<file path="src/rtl/serial_adder_pkg.sv">
// serial_adder_pkg
//   Shared definitions for the serial arithmetic family: FSM state encoding
//   and the default operand width. The planned serial subtractor reuses this
//   package.
package serial_adder_pkg;

    localparam int unsigned DEFAULT_WIDTH = 8;

    typedef enum logic [1:0] {
        IDLE  = 2'd0,
        SHIFT = 2'd1,
        DONE  = 2'd2
    } state_t;

endpackage

</file>
<file path="src/rtl/serial_adder_full_add.sv">
// full_add
//   Combinational 1-bit full adder. This is the datapath cell of serial_adder.
//   Ports:
//     A, B  - operand bits
//     Cin   - carry in
//     sum   - A ^ B ^ Cin
//     Cout  - carry out (majority of A, B, Cin)
module full_add (
    input  logic A,
    input  logic B,
    input  logic Cin,
    output logic sum,
    output logic Cout
);

    always_comb begin
        sum  = A ^ B ^ Cin;
        Cout = (A & B) | (A & Cin) | (B & Cin);
    end

endmodule

</file>
<file path="src/rtl/serial_adder.sv">
// serial_adder
//   Bit-serial unsigned adder. It captures a and b when it accepts a start in
//   IDLE. It then adds them LSB-first through a single full_add cell, one bit
//   per clock, over WIDTH clocks. After that it presents sum/cout together
//   with a one-cycle done pulse.
//   Ports:
//     clk    - rising-edge clock
//     rst_n  - synchronous active-low reset
//     start  - request, sampled only in IDLE
//     a, b   - WIDTH-bit unsigned operands, captured on the accepting edge
//     busy   - high while shifting
//     done   - one-cycle pulse, sum/cout valid
//     sum    - (a+b) mod 2^WIDTH, held until the next completion
//     cout   - carry out of bit WIDTH-1, held with sum
module serial_adder
    import serial_adder_pkg::*;
#(
    parameter int unsigned WIDTH = DEFAULT_WIDTH
) (
    input  logic             clk,
    input  logic             rst_n,
    input  logic             start,
    input  logic [WIDTH-1:0] a,
    input  logic [WIDTH-1:0] b,
    output logic             busy,
    output logic             done,
    output logic [WIDTH-1:0] sum,
    output logic             cout
);

    localparam int unsigned CW = $clog2(WIDTH);
    localparam logic [CW-1:0] LAST = CW'(WIDTH - 1);

    state_t           state;
    logic [WIDTH-1:0] a_sr;
    logic [WIDTH-1:0] b_sr;
    logic [WIDTH-1:0] s_sr;
    logic             carry;
    logic [CW-1:0]    count;
    logic             cell_s;
    logic             cell_c;

    full_add u_cell (
        .A    (a_sr[0]),
        .B    (b_sr[0]),
        .Cin  (carry),
        .sum  (cell_s),
        .Cout (cell_c)
    );

    always_ff @(posedge clk) begin
        if (!rst_n) begin
            state <= IDLE;
            busy  <= 1'b0;
            done  <= 1'b0;
            sum   <= '0;
            cout  <= 1'b0;
            a_sr  <= '0;
            b_sr  <= '0;
            s_sr  <= '0;
            carry <= 1'b0;
            count <= '0;
        end else begin
            case (state)
                IDLE: begin
                    done <= 1'b0;
                    if (start) begin
                        a_sr  <= a;
                        b_sr  <= b;
                        carry <= 1'b0;
                        count <= '0;
                        busy  <= 1'b1;
                        state <= SHIFT;
                    end
                end
                SHIFT: begin
                    a_sr  <= a_sr >> 1;
                    b_sr  <= b_sr >> 1;
                    s_sr  <= {cell_s, s_sr[WIDTH-1:1]};
                    carry <= cell_c;
                    count <= count + 1'b1;
                    // The final bit is taken straight from the cell, so the
                    // output register gets the complete sum on this edge.
                    if (count == LAST) begin
                        sum   <= {cell_s, s_sr[WIDTH-1:1]};
                        cout  <= cell_c;
                        busy  <= 1'b0;
                        done  <= 1'b1;
                        state <= DONE;
                    end
                end
                DONE: begin
                    done  <= 1'b0;
                    state <= IDLE;
                end
                default: begin
                    busy  <= 1'b0;
                    done  <= 1'b0;
                    state <= IDLE;
                end
            endcase
        end
    end

endmodule

</file>
<file path="config.mk">
export PLATFORM = sky130hd
export DESIGN_NAME = serial_adder
export DESIGN_NICKNAME = d
export VERILOG_FILES = /design/src/rtl/serial_adder_pkg.sv /design/src/rtl/serial_adder_full_add.sv /design/src/rtl/serial_adder.sv
export SDC_FILE = /design/constraint.sdc
export NUM_CORES = 1
export LEC_CHECK = 0
export BUFFER_PORTS_ARGS = -buffer_cell sky130_fd_sc_hd__buf_2
export CAP_MARGIN = 30
export CORE_MARGIN = 2
export CORE_UTILIZATION = 40
export CTS_CLUSTER_DIAMETER = 60
export CTS_CLUSTER_SIZE = 20
export DETAILED_ROUTE_END_ITERATION = 10
export GPL_ROUTABILITY_DRIVEN = 0
export PLACE_DENSITY = 0.73
export SYNTH_ARGS = -nofsm -noshare
export SYNTH_HDL_FRONTEND = slang
export SYNTH_SLANG_ARGS = --single-unit
</file>
<file path="constraint.sdc">
create_clock -name clk -period 1.5 [get_ports clk]
set_input_delay 0.3 -clock clk [delete_from_list [all_inputs] [get_ports clk]]
set_output_delay 0.3 -clock clk [all_outputs]
set_load 0.02 [all_outputs]
</file>
### Word-level counts from Yosys, hierarchy flattened

Cells that the tools add are included.

| operators by class | value |
|---|---|
| $add $sub $neg | 1 |
| bitwise logic cells | 8 |
| equal/unequal tests | 5 |
| muxes and demuxes | 14 |
| reductions and logical operators | 7 |

Operators with widths:

| cell | number |
|---|---|
| $pmux W8 S2 | 2 |
| $mux W8 | 2 |
| $reduce_and A2 Y1 | 4 |
| $pmux W3 S2 | 1 |
| $mux W2 | 2 |
| $ne A2 B2 Y1 const B | 2 |
| $pmux W2 S2 | 1 |
| $add A3 B1 Y3 const B | 1 |
| $and A1 B1 Y1 | 3 |
| $eq A3 B3 Y1 const B | 1 |
| $mux W1 | 3 |
| $mux W3 | 1 |
| $pmux W1 S3 | 1 |
| $reduce_and A3 Y1 | 1 |
| $eq A2 B1 Y1 const B | 1 |
| $eq A2 B2 Y1 const B | 1 |
| $logic_not A2 Y1 | 1 |
| $or A1 B1 Y1 | 2 |
| $pmux W1 S2 | 1 |
| $reduce_bool A2 Y1 | 1 |
| $xor A1 B1 Y1 | 2 |
| $not A1 Y1 | 1 |

| word-level totals | value |
|---|---|
| bits of input ports | 19 |
| output and inout bits | 11 |
| bits in registers | 41 |

### Logic depth before layout (Yosys ltp)

| logic depth | value |
|---|---|
| word-level depth | 4 |
| gate-level depth with buffers | 6 |
| mapped depth without buffers | 5 |

### Cells and area by module

From an unflattened synthesis, not the netlist that was laid out.

| unflattened totals | value |
|---|---|
| cells, all modules | 188 |
| area total of the unflattened synthesis | 1619.1 µm² |

Modules (own cells, without submodules):

| module | area each (µm²) | times used | cells an instance | seq. area each (µm²) |
|---|---|---|---|---|
| serial_adder | 1599.0 | 1 | 187 | 800.8 |
| full_add | 20.0 | 1 | 1 | 0.0 |

### Least setup slack after synthesis

OpenSTA, ideal clock, no wires.

| path | value |
|---|---|
| kind | register to register |
| start point | register count[0] |
| end point | register cout |
| cell stages (with the launch flop) | 6 |
| arrival | 1.161 ns |
| buffers on the path | 1 |
| slack | 0.264 ns |
| setup time | 0.076 ns |
| data required time | 1.424 ns |
| path through | dfxtp_1 > ha_1 > ha_1 > buf_1 > nand3_1 > a21boi_0 |

| between the ends | value |
|---|---|
| word-level cells in the longest chain between the ends | 2 |

RTL lines:

| element | RTL line | text |
|---|---|---|
| start: declaration | serial_adder.sv:39 | `logic [CW-1:0] count;` |
| start signal: assignment | serial_adder.sv:81 | `count <= count + 1'b1;` |
| $eq A3 B3 Y1 | serial_adder.sv:84 | `if (count == LAST) begin` |
| $reduce_and A2 Y1 (no source line) | - |  |
| end signal: assignment | serial_adder.sv:86 | `cout <= cell_c;` |
| end: declaration | serial_adder.sv:28 | `output logic cout` |

Every way passes these cells.
A chain may end at the register's enable or synchronous reset.

### Worst setup path after layout

| path | value |
|---|---|
| start point | register count[0] |
| end point | register sum[5] |

| between the ends | value |
|---|---|
| word-level cells in the longest chain between the ends | 2 |

RTL lines:

| element | RTL line | text |
|---|---|---|
| $eq A3 B3 Y1 | serial_adder.sv:84 |  |
| $reduce_and A2 Y1 (no source line) | - |  |
| end signal: assignment | serial_adder.sv:85 | `sum <= {cell_s, s_sr[WIDTH-1:1]};` |
| end: declaration | serial_adder.sv:27 | `output logic [WIDTH-1:0] sum,` |

Every way passes these cells.

==> impl_metrics.tcl <==
set metrics [dict create \
    outcome "finished clean" \
    initial_core_util_pct 41.19 \
    power_density_nw_per_um2 1118 \
    seqPwrFrac_pct 51.8 \
    critical_path.max_fanout 9 \
    chipWidth_um 67.72 \
    reg2reg_from "count[0]$_SDFFE_PN0P_" \
    cts_buffers 5 \
    worst-endpoint-arrival_ns 1.54 \
    power_leakage_nw 0.7856 \
    minimum_hold_slack_ns 0.2596 \
    synthDominantAreaCellType "sky130_fd_sc_hd__dfxtp_1" \
    fp.coreArea_um2 3943 \
    timing_max_transition_violations_final 0 \
    crit_path_end_kind "flip-flop" \
    worst_path_most_repeated_cell "sky130_fd_sc_hd__ha_1" \
    first_pass_iters 4 \
    area_delta_synth_final_pct 19.72 \
    peakVddDrop_v 0.0006371 \
    cpPeakStageDelay_ns 0.32 \
    synth_simple_gate_area_share_pct 20.65 \
    yosysSeqAreaShare_pct 49.31 \
    rr_worst_depth 6 \
    io_pins 30 \
    ys_types 25 \
    critical_path.startpoint_type "flip-flop" \
    yosys-top-cells-area "sky130_fd_sc_hd__dfxtp_1 49%, sky130_fd_sc_hd__nand2_1 12%, sky130_fd_sc_hd__a21boi_0 7.4%" \
    synth_fa_ha_area_share_pct 2.773 \
    post-route-period-util_pct 88.20 \
    min-delay-start "b[5]" \
    max_slew.worst_pin.slew_ns 0.5222 \
    hold_violations 0 \
    number_of_enable_flip_flop_cells_after_synthesis 0 \
    setup_viol_count_final 0 \
    number_of_buffers_and_inverters_on_the_critical_path 1 \
    hold-path-cell-count 3 \
    clk_latency_ns 0.29 \
    cp.required_ns 1.72 \
    min_to "b_sr[5]$_SDFFE_PN0P_" \
    r2r-end "sum[5]$_SDFFE_PN0P_" \
    synth-xor-area-share_pct 0 \
    cts_tree "built" \
    tritoncts_num_sinks 40 \
    power_switching_share_pct 22.52 \
    wl_um 3001 \
    multi_input_area_um2 744.5 \
    path_cells "ha_1 -> ha_1 -> nand3b_1 -> buf_4 -> nand2_1 -> a21boi_0" \
    power_frac_clock_pct 39.4 \
    mux_contribution_to_synthesized_area_pct 1.233 \
    ant_nets 0 \
    async_flop_share_pct 0 \
    timing.fmax_mhz 755.8 \
    nFillCells 378 \
    synthesized_instance_count 188 \
    nNetsFinal 241 \
    cts.reportedPaths.clkPinSlew_ns 0.08 \
    most_frequent_cell_after_synthesis "sky130_fd_sc_hd__nand2_1" \
    yosys.area.top_type_share_pct 49.31 \
    detailedPlace.worstSlack_ns 0.06853 \
    power_mw 2.174 \
    drc 0 \
    grt_max_degree 37 \
    comb_power_share_pct 8.7 \
    dr_total_vias 1333 \
    vertical_die_dimension_um 67.72 \
    first_global_vias 1222 \
    drive_above_1_share_pct 20.91 \
    setup-tns-final_ns 0 \
    mappedNetlistNets 210 \
    worst-r2r-setup-slack_ns 0.18 \
    fin_util_pct 49.32 \
    dp.final_hpwl_um 1985 \
    cpMaxStageDelayCell "sky130_fd_sc_hd__dfxtp_1" \
    clockRootBuffer "sky130_fd_sc_hd__clkbuf_8" \
    synth_flop_cell "sky130_fd_sc_hd__dfxtp_1" \
    grt_overflow 0 \
    cell_internal_pwr_mw 1.684 \
    ctsLongestPathBuffers 2 \
    number_of_synthesized_register_bits 40 \
    cts_hold_buf 0 \
    grt.total_usage_pct 14.95 \
    placement.io_buffers 29 \
    ys_warn_count 0 \
    switchingPower_mw 0.4895 \
    drt_iter0_markers 102 \
    crit_type "flip-flop to flip-flop" \
    rsz0062_at_grt "false" \
    worst_slew_margin_rel_pct 65.19 \
    vias_per_cell 4.937 \
    max_cap_viol_count 0 \
    path_delay_family "adder cells" \
    period_minus_slack_ns 1.323 \
    hold_path_class "input port to flip-flop" \
    combinational_family_with_the_most_area_after_synthesis "compound AO/OA/AOI/OAI gates" \
    worst_clock_skew_ns 0.008254 \
    num_antenna_cells 0 \
    synth_compound_area_share_pct 21.11 \
    dieArea_um2 4586 \
    route.detailed.wl_per_inst_um 11.11 \
    sequential_cell_area_um2 800.8 \
    finalWorstSetupSlack_ns 0.1769 \
    netlist_area_um2 1624 \
    std_cell_rows 23 \
    netlist_top_cells_count "51 x sky130_fd_sc_hd__nand2_1, 40 x sky130_fd_sc_hd__dfxtp_1, 16 x sky130_fd_sc_hd__a21boi_0" \
    synth_area_per_cell_um2 8.639 \
    h_tree_lvls 2 \
    grt_antenna_before_repair 0 \
    grt_pass1_wl_um 5181 \
]
[cells in the final DEF, fill, tap and decap left out, types with 2 or more instances in the layout]
cell | netlist | routed
sky130_fd_sc_hd__nand2b_1 | 2 | 2
sky130_fd_sc_hd__a31oi_1 | 14 | 14
sky130_fd_sc_hd__buf_4 | 5 | 8
sky130_fd_sc_hd__nor2b_1 | 8 | 8
sky130_fd_sc_hd__a21boi_0 | 16 | 16
sky130_fd_sc_hd__dfxtp_1 | 40 | 40
sky130_fd_sc_hd__nand2_1 | 51 | 51
sky130_fd_sc_hd__nor3b_1 | 2 | 2
sky130_fd_sc_hd__mux2i_1 | 2 | 2
sky130_fd_sc_hd__o21ai_0 | 15 | 15
sky130_fd_sc_hd__nand3_1 | 9 | 9
sky130_fd_sc_hd__ha_1 | 2 | 2
sky130_fd_sc_hd__buf_2 | 3 | 29
sky130_fd_sc_hd__clkbuf_8 | 0 | 5
sky130_fd_sc_hd__a22oi_1 | 5 | 5
[registers in the layout (all words and copies together), names as in the netlist]
name,cells
a_sr,8
b_sr,8
busy,1
carry,1
count,3
cout,1
done,1
s_sr,7
state,2
sum,8
[worst max-delay path by stage]
stage          cells past startpoint             endpoint                  start
2_1_floorplan                      5    cout$_SDFFE_PN0P_  count[0]$_SDFFE_PN0P_
6_report                           6  sum[5]$_SDFFE_PN0P_  count[0]$_SDFFE_PN0P_
3_5_place_dp                       5  sum[5]$_SDFFE_PN0P_  count[0]$_SDFFE_PN0P_
4_1_cts                            3    cout$_SDFFE_PN0P_  state[1]$_SDFFE_PN0P_
3_3_place_gp                       3    cout$_SDFFE_PN0P_  state[1]$_SDFFE_PN0P_
5_1_grt                            6  sum[4]$_SDFFE_PN0P_  count[0]$_SDFFE_PN0P_
[cell families after synthesis]
family / after synthesis
buffers and inverters: 15
multiplexers: 2
AO/OA/AOI/OAI: 53
AND/OR/NAND/NOR: 75
flip-flops: 40
adder cells (fa/ha/maj): 3
[timing repair]
| action | in CTS | in global routing |
|---|---|---|
| gates resized for setup | 0 | 1 |
| setup buffers | 0 | 1 |
| endpoints found under the hold margin | 0 | 0 |
| endpoints found under the setup margin | 0 | 18 |
[final cells by class]
| cell class | instances | area share [%] |
|---|---|---|
| Sequential cell | 40 | 41.18 |
| Clock buffer | 6 | 3.732 |
| Inverter | 1 | 0.1931 |
| Clock inverter | 2 | 1.802 |
| Multi-Input combinational cell | 133 | 38.29 |
| Timing Repair Buffer | 38 | 11.58 |
| Tap cell | 50 | 3.218 |
[stage by stage]
step / cells / instance area [um^2]
2_1_floorplan: 188 / 1624
3_3_place_gp: 261 / 1828
3_5_place_dp: 261 / 1828
4_1_cts: 269 / 1936
5_1_grt: 270 / 1944
6_report: 270 / 1944
[routing by layer]
metal | GRT usage [%] | up-vias | routed length, um
li1 | - | 706 | -
met1 | 19.08 | 595 | 1493
met2 | 23.41 | 28 | 1341
met3 | 4.500 | 4 | 134
met4 | 6.122 | 0 | 32
met5 | 0 | - | 0
[worst reg2reg max path: cells and delay by family, from the launching register on]
family	cells	cell delay, ns
AND/OR/NAND/NOR	2	0.17
adder cells (fa/ha/maj)	2	0.44
flip-flops	1	0.32
AO/OA/AOI/OAI	1	0.16
buffers and inverters	1	0.17
[power groups by stage]
| stage | Sequential (mW) | Combinational, mW | Clock [mW] |
|---|---|---|---|
| final | 1.13 | 0.190 | 0.857 |
| after global routing | 1.13 | 0.221 | 0.927 |
| after CTS | 1.13 | 0.190 | 0.876 |
| after detailed placement | 1.15 | 0.189 | 0 |
| after global placement | 1.15 | 0.188 | 0 |
| after floorplan | 1.15 | 0.132 | 0 |
Power figures use the tool's default switching activity.
